--- src/rtl/display_pkg.sv ---
// Shared types and constants for the display arbitration slice.
package display_pkg;

    // Width of one display word: four hex nibbles.
    localparam int DIGIT_W = 16;

    // Arbiter ownership states.
    typedef enum logic [1:0] {
        ST_IDLE = 2'd0,
        ST_HOLD = 2'd1,
        ST_OWN  = 2'd2
    } disp_arb_state_t;

    // Requester index width; never narrower than one bit.
    function automatic int idx_width(input int n_req);
        idx_width = (n_req > 1) ? $clog2(n_req) : 1;
    endfunction

endpackage

--- src/rtl/display_arbiter_rr_pick.sv ---
// Combinational round-robin selector: finds the first asserted request
// scanning upward from (ptr + 1) mod N_REQ with wrap. When excl is set the
// requester at ptr (the current owner) is masked out of the scan.
import display_pkg::*;

module rr_pick #(
    parameter int N_REQ = 3,
    parameter int IDX_W = 2
) (
    input  logic [N_REQ-1:0] req,
    input  logic [IDX_W-1:0] ptr,
    input  logic             excl,
    output logic [IDX_W-1:0] winner,
    output logic             found
);

    logic [N_REQ-1:0] masked_s;
    logic [31:0]      idx_s;

    // Mask the owner if asked, then scan from the slot after ptr with wrap.
    always_comb begin
        masked_s = req;
        winner   = '0;
        found    = 1'b0;
        idx_s    = 32'd0;
        if (excl) begin
            masked_s[ptr] = 1'b0;
        end else begin
            masked_s = req;
        end
        for (int k = 1; k <= N_REQ; k++) begin
            idx_s = (32'(ptr) + 32'(k)) % 32'(N_REQ);
            if (!found && masked_s[idx_s[IDX_W-1:0]]) begin
                found  = 1'b1;
                winner = idx_s[IDX_W-1:0];
            end else begin
                found  = found;
            end
        end
    end

endmodule

--- src/rtl/display_arbiter.sv ---
// Round-robin owner of the shared 4-digit display. A new owner keeps the
// display for at least HOLD_CYCLES cycles (HOLD), after which it can be
// rotated out in favour of any other pending requester (OWN). All outputs
// are registered; grant and digito change on the same edge.
import display_pkg::*;

module display_arbiter #(
    parameter int                 N_REQ       = 3,
    parameter int                 HOLD_CYCLES = 13_500_000,
    parameter logic [DIGIT_W-1:0] IDLE_VALUE  = 16'h0000
) (
    input  logic                     clk,
    input  logic                     rst,
    input  logic [N_REQ-1:0]         req,
    input  logic [DIGIT_W*N_REQ-1:0] value,
    output logic [N_REQ-1:0]         grant,
    output logic                     owner_valid,
    output logic [DIGIT_W-1:0]       digito
);

    localparam int IDX_W = idx_width(N_REQ);
    localparam int CNT_W = $clog2(HOLD_CYCLES + 1);
    localparam logic [CNT_W-1:0] CNT_LOAD = CNT_W'(HOLD_CYCLES - 1);
    localparam logic [IDX_W-1:0] PTR_RST  = IDX_W'(N_REQ - 1);

    disp_arb_state_t    state_q, state_d;
    logic [CNT_W-1:0]   cnt_q, cnt_d;
    logic [IDX_W-1:0]   ptr_q, ptr_d;
    logic [N_REQ-1:0]   grant_q, grant_d;
    logic               owner_valid_q, owner_valid_d;
    logic [DIGIT_W-1:0] digito_q, digito_d;

    logic               excl_s;
    logic [IDX_W-1:0]   win_s;
    logic               found_s;
    logic               owner_req_s;
    logic [DIGIT_W-1:0] owner_word_s;
    logic [DIGIT_W-1:0] win_word_s;

    // One-hot encode a requester index.
    function automatic logic [N_REQ-1:0] onehot(input logic [IDX_W-1:0] i);
        onehot = '0;
        for (int k = 0; k < N_REQ; k++) begin
            if (i == IDX_W'(k)) begin
                onehot[k] = 1'b1;
            end else begin
                onehot[k] = 1'b0;
            end
        end
    endfunction

    // Extract requester i's word from the packed value bus.
    function automatic logic [DIGIT_W-1:0] word_at(
        input logic [DIGIT_W*N_REQ-1:0] v,
        input logic [IDX_W-1:0]         i
    );
        word_at = '0;
        for (int k = 0; k < N_REQ; k++) begin
            if (i == IDX_W'(k)) begin
                word_at = v[k*DIGIT_W +: DIGIT_W];
            end else begin
                word_at = word_at;
            end
        end
    endfunction

    // The owner is only excluded when deciding a rotation out of OWN;
    // in IDLE the pointer simply marks where the scan starts.
    rr_pick #(
        .N_REQ (N_REQ),
        .IDX_W (IDX_W)
    ) u_rr_pick (
        .req    (req),
        .ptr    (ptr_q),
        .excl   (excl_s),
        .winner (win_s),
        .found  (found_s)
    );

    // Owner request and words; the pointer always equals the current owner.
    always_comb begin
        excl_s       = (state_q == ST_OWN);
        owner_req_s  = req[ptr_q];
        owner_word_s = word_at(value, ptr_q);
        win_word_s   = word_at(value, win_s);
    end

    // Next-state logic for FSM, hold counter, pointer and output registers.
    always_comb begin
        state_d  = state_q;
        cnt_d    = cnt_q;
        ptr_d    = ptr_q;
        grant_d  = grant_q;
        digito_d = digito_q;
        case (state_q)
            ST_IDLE: begin
                if (found_s) begin
                    state_d  = ST_HOLD;
                    grant_d  = onehot(win_s);
                    digito_d = win_word_s;
                    cnt_d    = CNT_LOAD;
                    ptr_d    = win_s;
                end else begin
                    grant_d  = '0;
                    digito_d = IDLE_VALUE;
                end
            end
            ST_HOLD: begin
                // No preemption; the word freezes when the owner lets go.
                if (owner_req_s) begin
                    digito_d = owner_word_s;
                end else begin
                    digito_d = digito_q;
                end
                if (cnt_q == '0) begin
                    state_d = ST_OWN;
                end else begin
                    cnt_d = cnt_q - CNT_W'(1);
                end
            end
            ST_OWN: begin
                if (found_s) begin
                    // Someone else is waiting: hand over with no idle gap.
                    state_d  = ST_HOLD;
                    grant_d  = onehot(win_s);
                    digito_d = win_word_s;
                    cnt_d    = CNT_LOAD;
                    ptr_d    = win_s;
                end else if (owner_req_s) begin
                    digito_d = owner_word_s;
                end else begin
                    state_d  = ST_IDLE;
                    grant_d  = '0;
                    digito_d = IDLE_VALUE;
                end
            end
            default: begin
                state_d  = ST_IDLE;
                cnt_d    = '0;
                ptr_d    = PTR_RST;
                grant_d  = '0;
                digito_d = IDLE_VALUE;
            end
        endcase
        owner_valid_d = |grant_d;
    end

    // State and output registers with asynchronous active-low clear.
    always_ff @(posedge clk or negedge rst) begin
        if (!rst) begin
            state_q       <= ST_IDLE;
            cnt_q         <= '0;
            ptr_q         <= PTR_RST;
            grant_q       <= '0;
            owner_valid_q <= 1'b0;
            digito_q      <= IDLE_VALUE;
        end else begin
            state_q       <= state_d;
            cnt_q         <= cnt_d;
            ptr_q         <= ptr_d;
            grant_q       <= grant_d;
            owner_valid_q <= owner_valid_d;
            digito_q      <= digito_d;
        end
    end

    assign grant       = grant_q;
    assign owner_valid = owner_valid_q;
    assign digito      = digito_q;

endmodule

--- config.mk ---
export PLATFORM = sky130hd
export DESIGN_NAME = display_arbiter
export DESIGN_NICKNAME = d
export VERILOG_FILES = /design/src/rtl/display_pkg.sv /design/src/rtl/display_arbiter_rr_pick.sv /design/src/rtl/display_arbiter.sv
export SDC_FILE = /design/constraint.sdc
export NUM_CORES = 1
export LEC_CHECK = 0
export CAP_MARGIN = 20
export CELL_PAD_IN_SITES_DETAIL_PLACEMENT = 0
export CELL_PAD_IN_SITES_GLOBAL_PLACEMENT = 1
export CORE_AREA = 2 2 98 100
export DETAILED_ROUTE_END_ITERATION = 8
export DIE_AREA = 0 0 100 102
export PLACE_DENSITY_LB_ADDON = 0.1
export SYNTH_ARGS = -nofsm -noshare
export SYNTH_HDL_FRONTEND = slang
export SYNTH_HIERARCHICAL = 1
export SYNTH_SLANG_ARGS = --single-unit
export TNS_END_PERCENT = 50
--- constraint.sdc ---
create_clock -name clk -period 3.2 [get_ports clk]
set_input_delay 0.64 -clock clk [delete_from_list [all_inputs] [get_ports clk]]
set_output_delay 0.64 -clock clk [all_outputs]
set_load 0.05 [all_outputs]
==> metrics.yaml <==
status:
  outcome: "complete, no violations"
job:
  cap_viol_max_count: 0
synthesis:
  synth_simple_gate_area_share_pct: 18.6
  yosys_warnings: 6
  synth.top_cell.area_share_pct: 34.5
  synth_top_area_cell: "dfrtp_1"
  synth.distinct_cells: 56
  async_flop_share_pct: 100
  ys_seq_elements: 48
  synthAdderAreaFrac_pct: 1.84
  synth_ff_type: "dfrtp_1"
  synth_commonest_cells: "47 x dfrtp_1, 42 x o21ai_0, 40 x nand2_1"
  syn_avg_cell_area_um2: 8.25
  synth_top_family_by_area: "compound AO/OA/AOI/OAI gates"
  netlist_area_um2: 3410
  syn_nets: 471
  syn_inst: 413
  synthXorXnorAreaFrac_pct: 0
  synthMuxAreaShare_pct: 9.69
  netlist_top_cells_area: "dfrtp_1 35%, mux2i_1 9.7%, o21ai_0 6.2%, a21oi_1 5.4%, nand2_1 4.4%"
  yosysMostFrequentCell: "dfrtp_1"
  synth_compound_area_share_pct: 29.0
  seq_area_frac_synth_pct: 35.3
  synth_edf_count: 0
timing:
  finalSetupViolations: 0
  slew_violations: 0
  timing.fmax_ghz: 0.388
  setup_tns_ps: 0
  finalCriticalPeriod_ps: 2580
  rsz0062_at_grt: "no"
  finalHoldViolCount: 0
  fin_crit_sh_pct: 80.5
  slew-limit-headroom_pct: 59.4
  tightest_slew_ps: 603
  final.setup_skew_ps: 7.16
floorplanning:
  die-width_um: 100
  coreArea_um2: 9110
  io_pins: 73
  die_area_um2: 10200
  floorplan.initialDensity_pct: 37.4
  die_h_um: 102
  num_rows: 35
worst_hold_path:
  hold_class: "in2async"
clock_network:
  clk_latency_ps: 300
  htreeDepth: 2
  cts_resized: 0
  cts_tree: "done"
  cts.clk_slew.worst_paths_ps: 90
  postCtsSetupBuffers: 0
  cts_hold_buf: 0
  ctsLongestPathBuffers: 2
  cts_root_buf: "clkbuf_8"
  clock_sinks: 48
  numCtsBuffers: 5
detailed_routing:
  drt_iter0_markers: 126
  routed_wl_um: 10300
  drc_errors: 0
  wl_per_cell_um: 17.4
  via_count: 3441
  viasPerCell: 5.82
  drtAntennaViolNets: 0
  first_pass_iters: 4
worst_setup_path:
  cp_top_family: "flip-flops"
  startpoint_type: "flop"
  cp_cell_sequence: "inv_1, ha_1, nand2b_1, nand2_1, nand2_1, and3_1, buf_4, mux2i_1, nor2_1, a21oi_1, o21ai_0"
  rr_worst_depth: 11
  max_stage_delay_ps: 660
  critical_path_required_ps: 3390
  worst_path_most_repeated_cell: "nand2_1"
  r2r_end: "digito[4]"
  r2r_slack_ps: 620
  cp_max_fo: 13
  path_buf_inv: 2
  cp-endpoint: "digito[4]"
  critPathArrivalTime_ps: 2760
  regToRegStartpoint: "ptr_q[1]"
  cp_slowest_cell: "dfstp_2"
  end_kind: "flop"
  worstSetupPathType: "reg2reg"
  critPathLaunch: "ptr_q[1]"
  crit_cells: 11
power_and_ir_drop:
  p_per_area_nw_per_um2: 808
  peakVddDrop_mv: 0.351
  power_leakage_nw: 1.66
  p_total_mw: 3.53
cells_and_area:
  area_growth_pct: 28.3
  nets: 537
  drive_gt1_share_pct: 8.75
  antenna_cells: 0
global_route:
  grt_pass1_vias: 3314
  grt_overflow: 0
  antenna_found_initial: 0
  grt_first_pass_wirelength_um: 17000
  grt_max_degree: 26
  grt_use_total_pct: 20.7
place:
  io_buffers: 72
  place_congestion: 0.815
  dp_hpwl_um: 7210
-- worst min-delay path by stage --
stage / from / end / slack [ps]
2_1_floorplan: rst / cnt_q[0] / 340
3_3_place_gp: digito[15] / digito[15] / 490
3_5_place_dp: grant[0] / grant[0] / 500
4_1_cts: rst / cnt_q[19] / 340
5_1_grt: rst / cnt_q[19] / 370
6_report: rst / cnt_q[19] / 310
-- placed cells by master, fill, tap and decap left out, types with 4 or more instances in the layout --
cell type	count
a41oi_1	6
or3_1	6
a22oi_1	16
o21ai_1	8
clkbuf_8	5
buf_4	19
dfrtp_1	47
o31ai_1	5
nor3_1	8
o21ai_0	42
nand2_1	40
nor4_1	7
ha_1	5
clkdlybuf4s50_1	71
mux2i_1	33
a21oi_1	37
inv_1	12
nor2_1	33
nor2b_1	4
nand3_1	5
o22a_1	9
a31oi_1	7
-- cells by family after synthesis --
logic type / after synthesis
adder cells (fa/ha/maj): 5
multiplexers: 33
flip-flops: 48
AO/OA/AOI/OAI: 155
AND/OR/NAND/NOR: 127
buffers and inverters: 45
-- stage by stage --
step	cell area [µm²]	hold slack, ps	setup slack [ps]	util [%]	cells
global route	4370	366	382	48.0	591
detailed placement	4270	499	380	46.8	583
floorplan	3410	344	243	-	413
finish	4370	310	623	48.0	591
CTS	4370	338	640	48.0	591
global placement	4270	492	442	46.8	583
-- where the power goes --
part	leakage [nW]	internal [mW]	switching, mW	total (mW)
combinational	1.05	0.830	1.30	2.13
clock	0.0552	0.232	0.207	0.439
sequential	0.555	0.800	0.168	0.969
total	1.66	1.86	1.67	3.53
-- layer usage --
metal / global-route usage [%] / vias up / routed length (µm)
li1: - / 1665 / -
met1: 29.3 / 1676 / 4770
met2: 33.6 / 87 / 4860
met3: 3.15 / 13 / 486
met4: 5.16 / 0 / 159
met5: 0 / - / 0
-- registers in the layout (all words and copies together), names as in the netlist --
name         flops
owner_valid      1
state_q          2
digito          16
cnt_q           24
grant            3
ptr_q            2
-- layout make-up --
type	count	area (µm²)
Inverter	13	48.8
Timing Repair Buffer	91	858
Clock inverter	2	35.0
Fill cell	908	4740
Tap cell	111	139
Sequential cell	48	1200
Clock buffer	6	72.6
Multi-Input combinational cell	320	2020
Note: power is estimated with default switching activity, not from simulation.
